`src/rtl/tt_um_div_4bits.sv`:
```
// tt_um_div_4bits: sequential unsigned restoring divider.
// Accepts Dividend/Divisor on a start pulse, resolves one quotient bit per
// clock and publishes Quotient/Remainder together with a one-cycle done.
// Optional feature macro: DIV_ZERO_DETECT_EN (divide-by-zero short cut and
// div_by_zero flag). With the macro undefined, a zero divisor simply runs the
// full iteration count and div_by_zero is tied low.
//
// Handshake: start is a request that is only sampled while the FSM is in
// IDLE or DONE; while busy=1 it is ignored and operands are not re-captured.
// done pulses for exactly one cycle per accepted operation and is never high
// together with busy. A start in the DONE cycle is accepted back-to-back.
module tt_um_div_4bits #(
    parameter int bits = 4
) (
    input  logic            clk,
    input  logic            rst_n,
    input  logic            start,
    input  logic [bits-1:0] Dividend,
    input  logic [bits-1:0] Divisor,
    output logic [bits-1:0] Quotient,
    output logic [bits-1:0] Remainder,
    output logic            busy,
    output logic            done,
    output logic            div_by_zero,
    output logic [1:0]      dbg_state_o
);

    localparam int CW = $clog2(bits + 1);

    typedef enum logic [1:0] {
        S_IDLE = 2'd0,
        S_RUN  = 2'd1,
        S_DONE = 2'd2
    } state_t;

    state_t          state_q;
    logic [CW-1:0]   cnt_q;
    logic [bits-1:0] div_q;       // captured divisor
    logic [bits-1:0] quo_q;       // working quotient, starts as the dividend
    logic [bits:0]   rem_q;       // partial remainder incl. borrow bit
    logic [bits-1:0] quot_out_q;
    logic [bits-1:0] rem_out_q;
    logic            busy_q;
    logic            done_q;

    logic [bits:0]   shifted_d;
    logic [bits:0]   trial_d;
    logic [bits:0]   rem_d;
    logic [bits-1:0] quo_d;

    // One restoring step: shift {rem, quo} left, try subtracting the divisor,
    // keep the difference only when it did not borrow.
    always_comb begin
        shifted_d = {rem_q[bits-1:0], quo_q[bits-1]};
        trial_d   = shifted_d - {1'b0, div_q};
        rem_d     = shifted_d;
        quo_d     = {quo_q[bits-2:0], 1'b0};
        if (!trial_d[bits]) begin
            rem_d    = trial_d;
            quo_d[0] = 1'b1;
        end
    end

`ifdef DIV_ZERO_DETECT_EN
    logic dbz_q;
`endif

    // Control FSM, working registers and registered results in one process.
    always_ff @(posedge clk or negedge rst_n) begin
        if (!rst_n) begin
            state_q    <= S_IDLE;
            cnt_q      <= '0;
            div_q      <= '0;
            quo_q      <= '0;
            rem_q      <= '0;
            quot_out_q <= '0;
            rem_out_q  <= '0;
            busy_q     <= 1'b0;
            done_q     <= 1'b0;
`ifdef DIV_ZERO_DETECT_EN
            dbz_q      <= 1'b0;
`endif
        end else begin
            done_q <= 1'b0;
            unique case (state_q)
                S_IDLE, S_DONE: begin
                    if (start) begin
                        div_q <= Divisor;
                        quo_q <= Dividend;
                        rem_q <= '0;
`ifdef DIV_ZERO_DETECT_EN
                        if (Divisor == '0) begin
                            // Zero divisor: publish the natural restoring
                            // result at once without entering RUN.
                            state_q    <= S_DONE;
                            cnt_q      <= '0;
                            busy_q     <= 1'b0;
                            done_q     <= 1'b1;
                            quot_out_q <= '1;
                            rem_out_q  <= Dividend;
                            dbz_q      <= 1'b1;
                        end else
`endif
                        begin
                            state_q <= S_RUN;
                            cnt_q   <= CW'(bits);
                            busy_q  <= 1'b1;
                        end
                    end else begin
                        state_q <= S_IDLE;
                        busy_q  <= 1'b0;
                    end
                end
                S_RUN: begin
                    rem_q <= rem_d;
                    quo_q <= quo_d;
                    cnt_q <= cnt_q - 1'b1;
                    if (cnt_q == CW'(1)) begin
                        // Last iteration: results become visible only here.
                        state_q    <= S_DONE;
                        busy_q     <= 1'b0;
                        done_q     <= 1'b1;
                        quot_out_q <= quo_d;
                        rem_out_q  <= rem_d[bits-1:0];
`ifdef DIV_ZERO_DETECT_EN
                        dbz_q      <= 1'b0;
`endif
                    end
                end
                default: begin
                    state_q <= S_IDLE;
                    busy_q  <= 1'b0;
                end
            endcase
        end
    end

    assign Quotient    = quot_out_q;
    assign Remainder   = rem_out_q;
    assign busy        = busy_q;
    assign done        = done_q;
    assign dbg_state_o = state_q;
`ifdef DIV_ZERO_DETECT_EN
    assign div_by_zero = dbz_q;
`else
    assign div_by_zero = 1'b0;
`endif

endmodule

```
`config.mk`:
```
export PLATFORM = sky130hd
export DESIGN_NAME = tt_um_div_4bits
export DESIGN_NICKNAME = d
export VERILOG_FILES = /design/src/rtl/tt_um_div_4bits.sv
export SDC_FILE = /design/constraint.sdc
export NUM_CORES = 1
export LEC_CHECK = 0
export CORE_MARGIN = 5
export CORE_UTILIZATION = 29
export CTS_BUF_LIST = sky130_fd_sc_hd__clkbuf_2 sky130_fd_sc_hd__clkbuf_4 sky130_fd_sc_hd__clkbuf_8
export DETAILED_ROUTE_END_ITERATION = 8
export PLACE_DENSITY = 0.58
export SETUP_SLACK_MARGIN = 0.02
export SYNTH_ARGS = -nofsm -noshare
export SYNTH_HDL_FRONTEND = slang
export SYNTH_SLANG_ARGS = --single-unit
```
`constraint.sdc`:
```
create_clock -name clk -period 2.78 [get_ports clk]
set_clock_uncertainty 0.05 [all_clocks]
set_input_delay 0.834 -clock clk [delete_from_list [all_inputs] [get_ports clk]]
set_output_delay 0.834 -clock clk [all_outputs]
set_load 0.005 [all_outputs]
```
==> Word level (Yosys, flattened, before mapping) <==
Cells that the tools add are included.
{ "totals": {"ff_bits": 27, "inputBits": 11, "output_inout_bits": 13, "elab_cells": 38} }
{ "op_classes": {"addsub": 2, "eq_ne": 5, "n_mux": 16, "reduce_logical": 6} }
{ "op_table": {"columns": ["cell", "n"], "rows": [
  ["$pmux W4 S2", 2],
  ["$mux W4", 3],
  ["$mux W1", 6],
  ["$pmux W3 S2", 1],
  ["$reduce_and A2 Y1", 3],
  ["$sub A5 B4 Y5", 1],
  ["$ne A2 B2 Y1 const B", 2],
  ["$pmux W2 S2", 1],
  ["$eq A3 B1 Y1 const B", 1],
  ["$mux W3", 1],
  ["$sub A3 B1 Y3 const B", 1],
  ["$eq A2 B1 Y1 const B", 1],
  ["$eq A2 B2 Y1 const B", 1],
  ["$logic_not A2 Y1", 1],
  ["$mux W2", 1],
  ["$pmux W1 S2", 1],
  ["$reduce_bool A2 Y1", 1],
  ["$reduce_or A2 Y1", 1]
]} }

==> Longest topological paths before layout <==
{ "logic_depth": {"word_depth": 4, "depth_mapped": 9} }

==> Worst setup path before layout <==
No wires, ideal clock.
{ "synth_timing": {"kind": "register -> register", "from": "register quo_q[3]", "to": "register quo_q[0]", "setup_time_ns": 0.126, "arrival_time_ns": 1.840, "path_slack_ns": 0.764, "path_stages_with_launch": 9, "period_less_slack_ns": 2.016, "path_cell_list": "dfrtp_1 -> inv_1 -> ha_1 -> inv_1 -> fa_1 -> a211oi_4 -> o21ba_4 -> nor3_2 -> a221o_1"} }
{ "synth_via": {"elab_chain_len": 3} }
{ "synth_rtl": {"columns": ["element", "line", "rtl"], "rows": [
  ["start: declaration", "39", "logic [bits-1:0] quo_q;"],
  ["start signal: assignment", "89", "quo_q <= Dividend;"],
  ["start signal: assignment", "116", "quo_q <= quo_d;"],
  ["$sub A5 B4 Y5", "55", "trial_d = shifted_d - {1'b0, div_q};"],
  ["$mux W1", "58", "if (!trial_d[bits]) begin"],
  ["$pmux W4 S2", "85", "unique case (state_q)"]
]} }
Every way passes these cells.
A chain may end at the register's enable or synchronous reset.

==> Final worst setup path <==
Ends and elaborated chain as after synthesis.

==> qor.txt <==
Outcome: completed
Worst R2R Setup Slack: 0.60 ns
RSZ-0062 raised after global routing: false
Number of setup buffers added after CTS: 0
Routed wire per std cell: 12.6 µm
Initial antenna violation count: 0
CTS Root Cell: clkbuf_8
Placed cell count: 236
I/O Buffers: 22
DP HPWL: 2.26 mm
Largest stage delay, worst path: 0.44 ns
First-pass GRT wire length: 5.19 mm
Ys flop type: dfrtp_1
Drt first-iter violations: 72
Cells after Synth: 152
Leakage power: 0.000810 µW
TritonCTS Sinks: 26
Syn Nets: 170
Setup TNS: 0 ns
Post-Route WL: 3.03 mm
Mapped Area: 1440 µm²
Clock Latency Late Sink: 0.27 ns
# setup viols final: 0
Dpl ws: 0.615 ns
Sequential area share after synthesis: 45.2%
Die width: 80.5 µm
WHS Endpoint: Quotient[2]
Hold path start: Quotient[2]
Hold_buf cts: 0
Post-route minimum period: 2.18 ns
Layout fillers: 501
Worst-Margin Slew: 0.555 ns
Syn_area_per_cell: 9.47 µm²
Number of synthesized flops with an enable pin: 0
Critical path type: reg -> reg
Ratio of cells with drive above 1 in the final layout: 11.0%
Startpoint types: flop
Post-route ant nets: 0
CTS tree: built
#FFs+latches synth: 26
CP Data Arrival Time: 2.30 ns
# DRC: 0
Fraction of registers with async set/reset: 100%
Hold violation count in the final report: 0
Overall routing resource usage: 10.2%
Reg2reg path depth: 8
Number of global-route vias before repair: 1082
Yosys warning count: 0
Post-cts sizing count: 0
CP max-delay cell: fa_1
VDD IR-drop max: 374 µV
Via count: 1113
Worst hold path class: reg -> reg
Multi-input logic area: 697 µm²
Max Root-Sink Buffers: 2
Req. time, crit path: 2.90 ns
R2R Path Start: quo_q[3]
Total CTS buffers: 3
Core footprint: 4790 µm²
Initial Utilization: 30.1%
Vias per std cell: 4.64
CP Max Fanout: 5
Worst r2r dst: quo_q[0]
Hold Path Depth: 2
Slew headroom: 63.0%
Maxcap violations: 0
DIE HEIGHT: 80.5 µm
Congestion Overflow GR: 0
Register area: 651 µm²
Drt pass-1 iters: 4
Final Instance Count excl. Fillers: 240
Layout Nets: 192
GPL Wtd Cong: 0.876
Final worst-path cycle share: 78.4%
Cell mode on critical path: inv_1
Area grow syn2layout: 23.5%
Most frequent cells in the layout: nand2_1, dfrtp_1, clkdlybuf4s50_1, inv_1, o21ai_0
CP cell instances: inv_1, ha_1, inv_1, fa_1, a211oi_4, o21ba_4, nor3_2, a221o_1
Antenna fix cells: 0
Max Fclk: 459 MHz
Row count: 25
Final setup margin: 0.600 ns
Slew Viols, Final: 0
Largest net degree at the start of global routing: 27
I/O pin cnt: 24
Die area: 6480 µm²
Max H-tree Level: 1
Critical path endpoint category: flop
Clock slew at reported path FFs: 0.09 ns
Synth cell types: 40
Most common cell after layout, fill and taps aside: nand2_1
Power Density: 1360 nW/µm²
-- Yosys cell counts (all sizes together) (2+ instances only) --
library cell	number	area [µm²]
ha	6	75.1
nor2b	3	26.3
nor2	8	30.0
inv	11	41.3
a211o	3	26.3
a31oi	5	31.3
a21o	4	32.5
nand2b	5	31.3
nand4	2	12.5
nand2	32	128
a21oi	3	15.0
o31ai	2	15.0
o21ai	11	55.1
dfrtp	26	651
nor3	3	30.0
a211oi	5	50.1
buf	6	47.5
nand3	3	15.0
-- kinds of logic after synthesis --
| family | after synthesis | synth area share [%] |
|---|---|---|
| AO/OA/AOI/OAI | 39 | 19.9 |
| flip-flops | 26 | 45.2 |
| buffers and inverters | 18 | 6.43 |
| adder cells (fa/ha/maj) | 7 | 6.60 |
| XOR/XNOR | 2 | 1.22 |
| AND/OR/NAND/NOR | 59 | 20.4 |
| other | 1 | 0.260 |
-- worst max path at each step --
stage                to  depth (start not counted)      from
2_1_floorplan  quo_q[0]                          8  quo_q[3]
3_3_place_gp   quo_q[0]                          4     start
3_5_place_dp   rem_q[2]                          8  quo_q[3]
4_1_cts        quo_q[0]                          8  quo_q[3]
5_1_grt        rem_q[0]                          8  quo_q[3]
6_report       quo_q[0]                          8  quo_q[3]
-- per-stage QoR --
step / utilization (%) / hold slack, ns / area, µm² / power (µW)
floorplan: - / 0.400 / 1440 / 1720
global placement: 35.7 / 0.408 / 1710 / 2100
detailed placement: 35.7 / 0.414 / 1710 / 2100
CTS: 37.2 / 0.437 / 1780 / 2430
global route: 37.2 / 0.449 / 1780 / 2630
finish: 37.2 / 0.430 / 1780 / 2410
-- cell type report --
type | instances | area share, %
multi-input combinational | 108 | 39.2
clock buffer | 3 | 2.32
tap | 67 | 4.71
inverter | 11 | 2.32
clock inverter | 1 | 1.69
sequential | 26 | 36.6
timing repair buffer | 24 | 13.2
-- flip-flops by register name, indices dropped and copies added, names as in the netlist --
| name | cells |
|---|---|
| cnt_q | 3 |
| Remainder | 4 |
| div_q | 4 |
| done | 1 |
| rem_q | 4 |
| quo_q | 4 |
| Quotient | 4 |
| dbg_state_o | 1 |
| busy | 1 |
-- power breakdown --
part | total [µW] | leakage [µW] | internal, µW | switching, µW
registers | 712 | 0.000314 | 566 | 146
logic | 1380 | 0.000460 | 653 | 730
clock network | 316 | 0.0000357 | 193 | 123
total | 2410 | 0.000810 | 1410 | 999
-- per-layer routing --
metal	wire, µm	part of all wire, %	global-route usage [%]
met5	0	0	0
met4	8	0.26	1.86
met1	1560	52	14.9
met2	1330	44	14.7
met3	132	4.4	3.36
-- critical path: cells and delay by family (launching register included) --
family | cells | cell delay [ns]
AO/OA/AOI/OAI | 3 | 0.81
adder cells (fa/ha/maj) | 2 | 0.59
flip-flops | 1 | 0.42
buffers and inverters | 2 | 0.15
AND/OR/NAND/NOR | 1 | 0.05
No activity file was read; power rests on OpenSTA's default activity.
